**config.mk**
```make
export PLATFORM = sky130hd
export DESIGN_NAME = fp_round_pack
export DESIGN_NICKNAME = d
export VERILOG_FILES = /design/src/rtl/fp_round_pack.sv
export SDC_FILE = /design/constraint.sdc
export NUM_CORES = 1
export LEC_CHECK = 0
export CAP_MARGIN = 20
export CORE_UTILIZATION = 37
export DETAILED_ROUTE_END_ITERATION = 7
export PLACE_DENSITY_LB_ADDON = 0.2
export SETUP_SLACK_MARGIN = 0.5
export SYNTH_ARGS = -nofsm -noshare
export SYNTH_HDL_FRONTEND = slang
export SYNTH_SLANG_ARGS = --single-unit
```
**constraint.sdc**
```tcl
create_clock -name clk -period 1.8 [get_ports clk]
set_clock_uncertainty 0.2 [all_clocks]
set_input_delay 0.54 -clock clk [delete_from_list [all_inputs] [get_ports clk]]
set_output_delay 0.54 -clock clk [all_outputs]
set_load 0.05 [all_outputs]
```
**src/rtl/fp_round_pack.sv**
```systemverilog
// Rounding, renormalisation and packing stage of the FP converter.
// Two-stage elastic valid/ready pipeline producing the 8-bit {sign, exp, sig} byte.
module fp_round_pack #(
    parameter int SAT_W    = 8,
    parameter bit ROUND_EN = 1'b1
) (
    input  logic             clk,
    input  logic             rst,
    input  logic             inValid,
    output logic             inReady,
    input  logic             sign,
    input  logic [2:0]       exponent,
    input  logic [3:0]       significand,
    input  logic             fifthBit,
    output logic             outValid,
    input  logic             outReady,
    output logic [7:0]       fpOut,
    output logic [SAT_W-1:0] satCount,
    input  logic             clearSat
);

    logic             s1_valid_q, s1_valid_d;
    logic             s1_sign_q, s1_sign_d;
    logic [2:0]       s1_exp_q, s1_exp_d;
    logic [4:0]       s1_sum_q, s1_sum_d;
    logic             out_valid_q, out_valid_d;
    logic [7:0]       fp_out_q, fp_out_d;
    logic             sat_flag_q, sat_flag_d;
    logic [SAT_W-1:0] sat_count_q, sat_count_d;

    logic       s2_adv, s1_adv, in_fire, out_fire, round_inc;
    logic [7:0] packed_byte;
    logic       packed_sat;

    // Ready is derived only from registered occupancy and outReady.
    assign s2_adv    = !out_valid_q || outReady;
    assign s1_adv    = !s1_valid_q || s2_adv;
    assign in_fire   = inValid && s1_adv;
    assign out_fire  = out_valid_q && outReady;
    assign round_inc = ROUND_EN ? fifthBit : 1'b0;

    always_comb begin
        s1_valid_d = s1_valid_q;
        s1_sign_d  = s1_sign_q;
        s1_exp_d   = s1_exp_q;
        s1_sum_d   = s1_sum_q;
        if (s1_adv) begin
            s1_valid_d = inValid;
        end
        if (in_fire) begin
            s1_sign_d = sign;
            s1_exp_d  = exponent;
            s1_sum_d  = {1'b0, significand} + {4'b0000, round_inc};
        end
    end

    // A carry out of the significand bumps the exponent; at exponent 7 it saturates.
    always_comb begin
        packed_byte = {s1_sign_q, s1_exp_q, s1_sum_q[3:0]};
        packed_sat  = 1'b0;
        if (s1_sum_q[4]) begin
            if (s1_exp_q != 3'd7) begin
                packed_byte = {s1_sign_q, s1_exp_q + 3'd1, 4'b1000};
            end else begin
                packed_byte = {s1_sign_q, 3'd7, 4'b1111};
                packed_sat  = 1'b1;
            end
        end
    end

    always_comb begin
        out_valid_d = out_valid_q;
        fp_out_d    = fp_out_q;
        sat_flag_d  = sat_flag_q;
        if (s2_adv) begin
            out_valid_d = s1_valid_q;
            if (s1_valid_q) begin
                fp_out_d   = packed_byte;
                sat_flag_d = packed_sat;
            end
        end
    end

    // Counter sticks at all-ones; clear takes priority over a same-cycle event.
    always_comb begin
        sat_count_d = sat_count_q;
        if (clearSat) begin
            sat_count_d = '0;
        end else if (out_fire && sat_flag_q && (sat_count_q != '1)) begin
            sat_count_d = sat_count_q + SAT_W'(1);
        end
    end

    always_ff @(posedge clk) begin
        if (rst) begin
            s1_valid_q  <= 1'b0;
            s1_sign_q   <= 1'b0;
            s1_exp_q    <= 3'd0;
            s1_sum_q    <= 5'd0;
            out_valid_q <= 1'b0;
            fp_out_q    <= 8'h00;
            sat_flag_q  <= 1'b0;
            sat_count_q <= '0;
        end else begin
            s1_valid_q  <= s1_valid_d;
            s1_sign_q   <= s1_sign_d;
            s1_exp_q    <= s1_exp_d;
            s1_sum_q    <= s1_sum_d;
            out_valid_q <= out_valid_d;
            fp_out_q    <= fp_out_d;
            sat_flag_q  <= sat_flag_d;
            sat_count_q <= sat_count_d;
        end
    end

    assign inReady  = s1_adv;
    assign outValid = out_valid_q;
    assign fpOut    = fp_out_q;
    assign satCount = sat_count_q;

endmodule

```
After elaboration in Yosys (flattened, before gate mapping)
Index checks and enable logic that the tools add are counted. W data, S select, Z words.

Logic and storage cells: 27. Input bits: 14. Register bits: 28.

Reductions and logical operators: 10. $add $sub $neg: 3. Equality and inequality tests: 2. Multiplexer cells: 4.

Operator list (number): $mux W7 (2); $add A8 B1 Y8 const B (1); $ne A8 B8 Y1 const B (1); $add A4 B1 Y5 (1); $logic_and A1 B1 Y1 (4); $add A3 B1 Y3 const B (1); $ne A3 B3 Y1 const B (1); $logic_not A1 Y1 (2); $logic_or A1 B1 Y1 (2); $mux W1 (2); $reduce_and A2 Y1 (1); $reduce_or A2 Y1 (1).

Depth between registers and ports, before layout
Depth in word-level cells: 4. Mapped depth: 5. Mapped depth without buffers: 5.

Least setup slack after synthesis
Ideal clock, no wire load.

Path type: register to register. Start point: register out_valid_q, in the netlist outValid. End point: register s1_sum_q[3]. Library setup time: 0.134 ns. Required time: 1.466 ns. Clock period less this slack: 2.223 ns. Path slack: -0.423 ns. Buffers on the path: 1. Cell stages (with the launch flop): 6. Arrival time: 1.888 ns. Cells stage by stage: dfxtp_1 -> nand3b_1 -> and2_4 -> buf_6 -> nor2_1 -> a211oi_2.

Longest elaborated chain between the ends: 4.

RTL lines: start: declaration (RTL line 26) `logic out_valid_q, out_valid_d;`; start signal: assignment (RTL line 109) `out_valid_q <= out_valid_d;`; $logic_not A1 Y1 (RTL line 36) `assign s2_adv = !out_valid_q || outReady;`; $logic_or A1 B1 Y1 (RTL line 36); $logic_or A1 B1 Y1 (RTL line 37) `assign s1_adv = !s1_valid_q || s2_adv;`; net inReady (RTL line 10) `output logic inReady,`; $logic_and A1 B1 Y1 (RTL line 38) `assign in_fire = inValid && s1_adv;`; end signal: assignment (RTL line 108) `s1_sum_q <= s1_sum_d;`; end: declaration (RTL line 25) `logic [4:0] s1_sum_q, s1_sum_d;`.

The timed path passes the listed nets, and every way through them passes these cells. A chain may end at the register's enable or synchronous reset.

Worst setup path after layout
Start point: register out_valid_q, in the netlist outValid. End point: output port inReady.

Longest elaborated chain between the ends: 3.

RTL lines (RTL line): $logic_not A1 Y1 (36); $logic_or A1 B1 Y1 (36); $logic_or A1 B1 Y1 (37); end: declaration (10).

No other way between the ends.

==> reports/results.ini <==
[status]
status=complete, no violations

[setup_path]
arrival_ns=1.04
crit_family=flip-flops
r2r.worst_path.cells=6
setup.worst_path.start_class=flop
worstPathCellList=nand3b_1 -> buf_12
worstReg2RegStart=satCount[0]$_SDFFE_PP0P_
critPathMaxStageDelay_ns=0.38
slowest_stage=dfxtp_4
crit_required_ns=1.06
path_max_fanout=2
rr_endpoint=satCount[0]$_SDFFE_PP0P_
path_buf_inv=1
ff2ff_setup_slack_ns=0.20
critical_path_class=flop to output pin
critPathCaptureType=output pin

[cts]
cts_sinks=28
numCtsBuffers=3
htreeDepth=1
hold_buffers=0
clock_path_buffers=2
clock-root-buffer=clkbuf_4
tritoncts=done
clk_latency_ns=0.33
clk_pin_slew_ns=0.16

[finish]
drive_gt1_frac=0.654
area_delta_synth_final_pct=95.8
num_antenna_cells=0
final_area_um2=2440
layout.nets=224

[sta]
rsz0062_at_grt=true
min_period_over_period=0.990
worst_pin_slew_ns=0.383
relSlewSlack=0.745
period_needed_ns=1.78
drv_slew=0
setup_slack_ns=0.0175
final-setup-viol-count=0
holdWs_ns=0.272
final-hold-violation-count=0
fmax_mhz=561

[placed_design]
dp_hpwl_um=2100
io_buffers=31
place_area_um2=1900
place_ws_ns=-0.372
routabilityCongestion=0.798

[yosys]
ys_ff_latch=28
yosysMostFrequentCell=dfxtp_1
syn_inst=141
syn-cell-area_um2=1250
yosysSeqAreaShare=0.450
ys_warn_count=0
synth_commonest_cells=28 x dfxtp_1, 21 x nand2_1, 17 x nor2_1, 11 x a21oi_1, 8 x nor3_1
syn_avg_cell_area_um2=8.84
yosys.area.top_type_share=0.450
synth_area_leader_cell=dfxtp_1
synthFlopType=dfxtp_1
async_flop_share=0
syn_nets=159
synth_cell_types=36
synth_edf_count=0
synth_area_leaders=dfxtp_1 45%, nand2_1 6.3%, nor2_1 5.1%

[die]
die-area_um2=3600
dieWidth_um=60.0
pin_count=32
start_util=0.398
die_y_um=60.0
core_um2=3130
rows=20

[global_routing]
overflow=0
antenna_found_initial=0
grt_pass1_vias=1191
track_usage=0.204
grt_start_max_net_pins=21
grt_first_pass_wirelength_um=5440

[drt]
post_drt_wl_per_cell_um=15.5
drt_iter0_drc=43
drt_pre_antenna_iters=4
drc=0
viasPerCell=5.19
ant_nets=0
vias=1293
drt-total-wl_um=3860

[flow_run]
drv_cap=0

[power]
peakVddDrop_uv=332
power_leakage_nw=0.951
power_density_nw_per_um2=546
power_mw=1.33

[min_path]
hp-start=s1_sum_q[1]$_SDFFE_PP0P_
hold_class=flop to flop
hold_depth=2
min_to=s1_sum_q[1]$_SDFFE_PP0P_

-- worst min-delay path: stages, from the launching register on --
cell     delay (ns)
dfxtp_1        0.34
nand2_1        0.07
a21oi_2        0.04
-- final cells by class --
class                   count  area (µm²)
fillers                   187         688
inverters                   3        11.3
clock buffers               4        47.5
multi-input cells         106         957
flip-flops and latches     28         611
well taps                  44        55.1
repair buffers             64         758
-- where the power goes --
| group | total, mW | internal [mW] | switching [mW] |
|---|---|---|---|
| logic | 0.303 | 0.152 | 0.151 |
| registers | 0.664 | 0.636 | 0.0275 |
| clock network | 0.365 | 0.170 | 0.195 |
| total | 1.33 | 0.958 | 0.374 |
-- flip-flops by register name (all words and copies together), names as in the netlist --
name	count
s1_exp_q	3
sat_flag_q	1
satCount	8
fpOut	8
outValid	1
s1_sign_q	1
s1_valid_q	1
s1_sum_q	5
-- metal layers --
metal	part of all wire	vias to the layer above	global-route usage
met5	0	-	0
met2	0.57	34	0.389
met4	0.019	0	0.0897
li1	-	621	-
met1	0.38	630	0.217
met3	0.032	8	0.0346
-- how the worst max path moves through the flow --
stage,cells past startpoint,slack [ns],start,end
after floorplan,5,-0.16,outReady,s1_sum_q[3]$_SDFFE_PP0P_
after global placement,3,-0.37,outReady,inReady
after detailed placement,6,-0.37,outReady,fpOut[5]$_SDFFE_PP0P_
after CTS,2,0.02,outValid$_SDFFE_PP0P_,inReady
after global routing,2,-0.02,outValid$_SDFFE_PP0P_,inReady
final,2,0.02,outValid$_SDFFE_PP0P_,inReady
-- cell families (layout without fill, tap and decap cells) --
family,count (synthesis),in the layout,synth area share
simple gates,65,67,0.257
flops,28,28,0.450
compound gates,27,27,0.157
buf+inv,9,71,0.0371
xor+xnor,5,5,0.0351
fa+ha+maj,4,4,0.0402
mux,3,3,0.0241
-- layout by cell type (no fill, tap or decap), drive strengths merged, types with 2 or more instances in the layout --
master,count
nor3,9
inv,3
nand4,2
clkbuf,4
a21oi,12
dlygate4sd2,6
a31oi,2
ha,4
nor2,18
mux2i,3
nand2,21
clkdlybuf4s50,6
buf,52
and2,4
nand2b,4
a211oi,9
xnor2,2
and3,2
dfxtp,28
xor2,3
nand3,4
-- what timing repair did --
| item | CTS | global route |
|---|---|---|
| pin swaps | 25 | 21 |
| setup buffers | 20 | 7 |
| endpoints found under the setup margin | 46 | 44 |
| cloned | 2 | 0 |
| resized for setup | 44 | 35 |
-- through the flow --
stage | cells | util | setup TNS (ns)
floorplan | 141 | - | -1.41
global placement | 216 | 0.608 | -6.18
detailed placement | 216 | 0.608 | -6.75
CTS | 242 | 0.718 | 0
global route | 249 | 0.780 | -0.0220
finish | 249 | 0.780 | 0
Power figures use the tool's default switching activity.
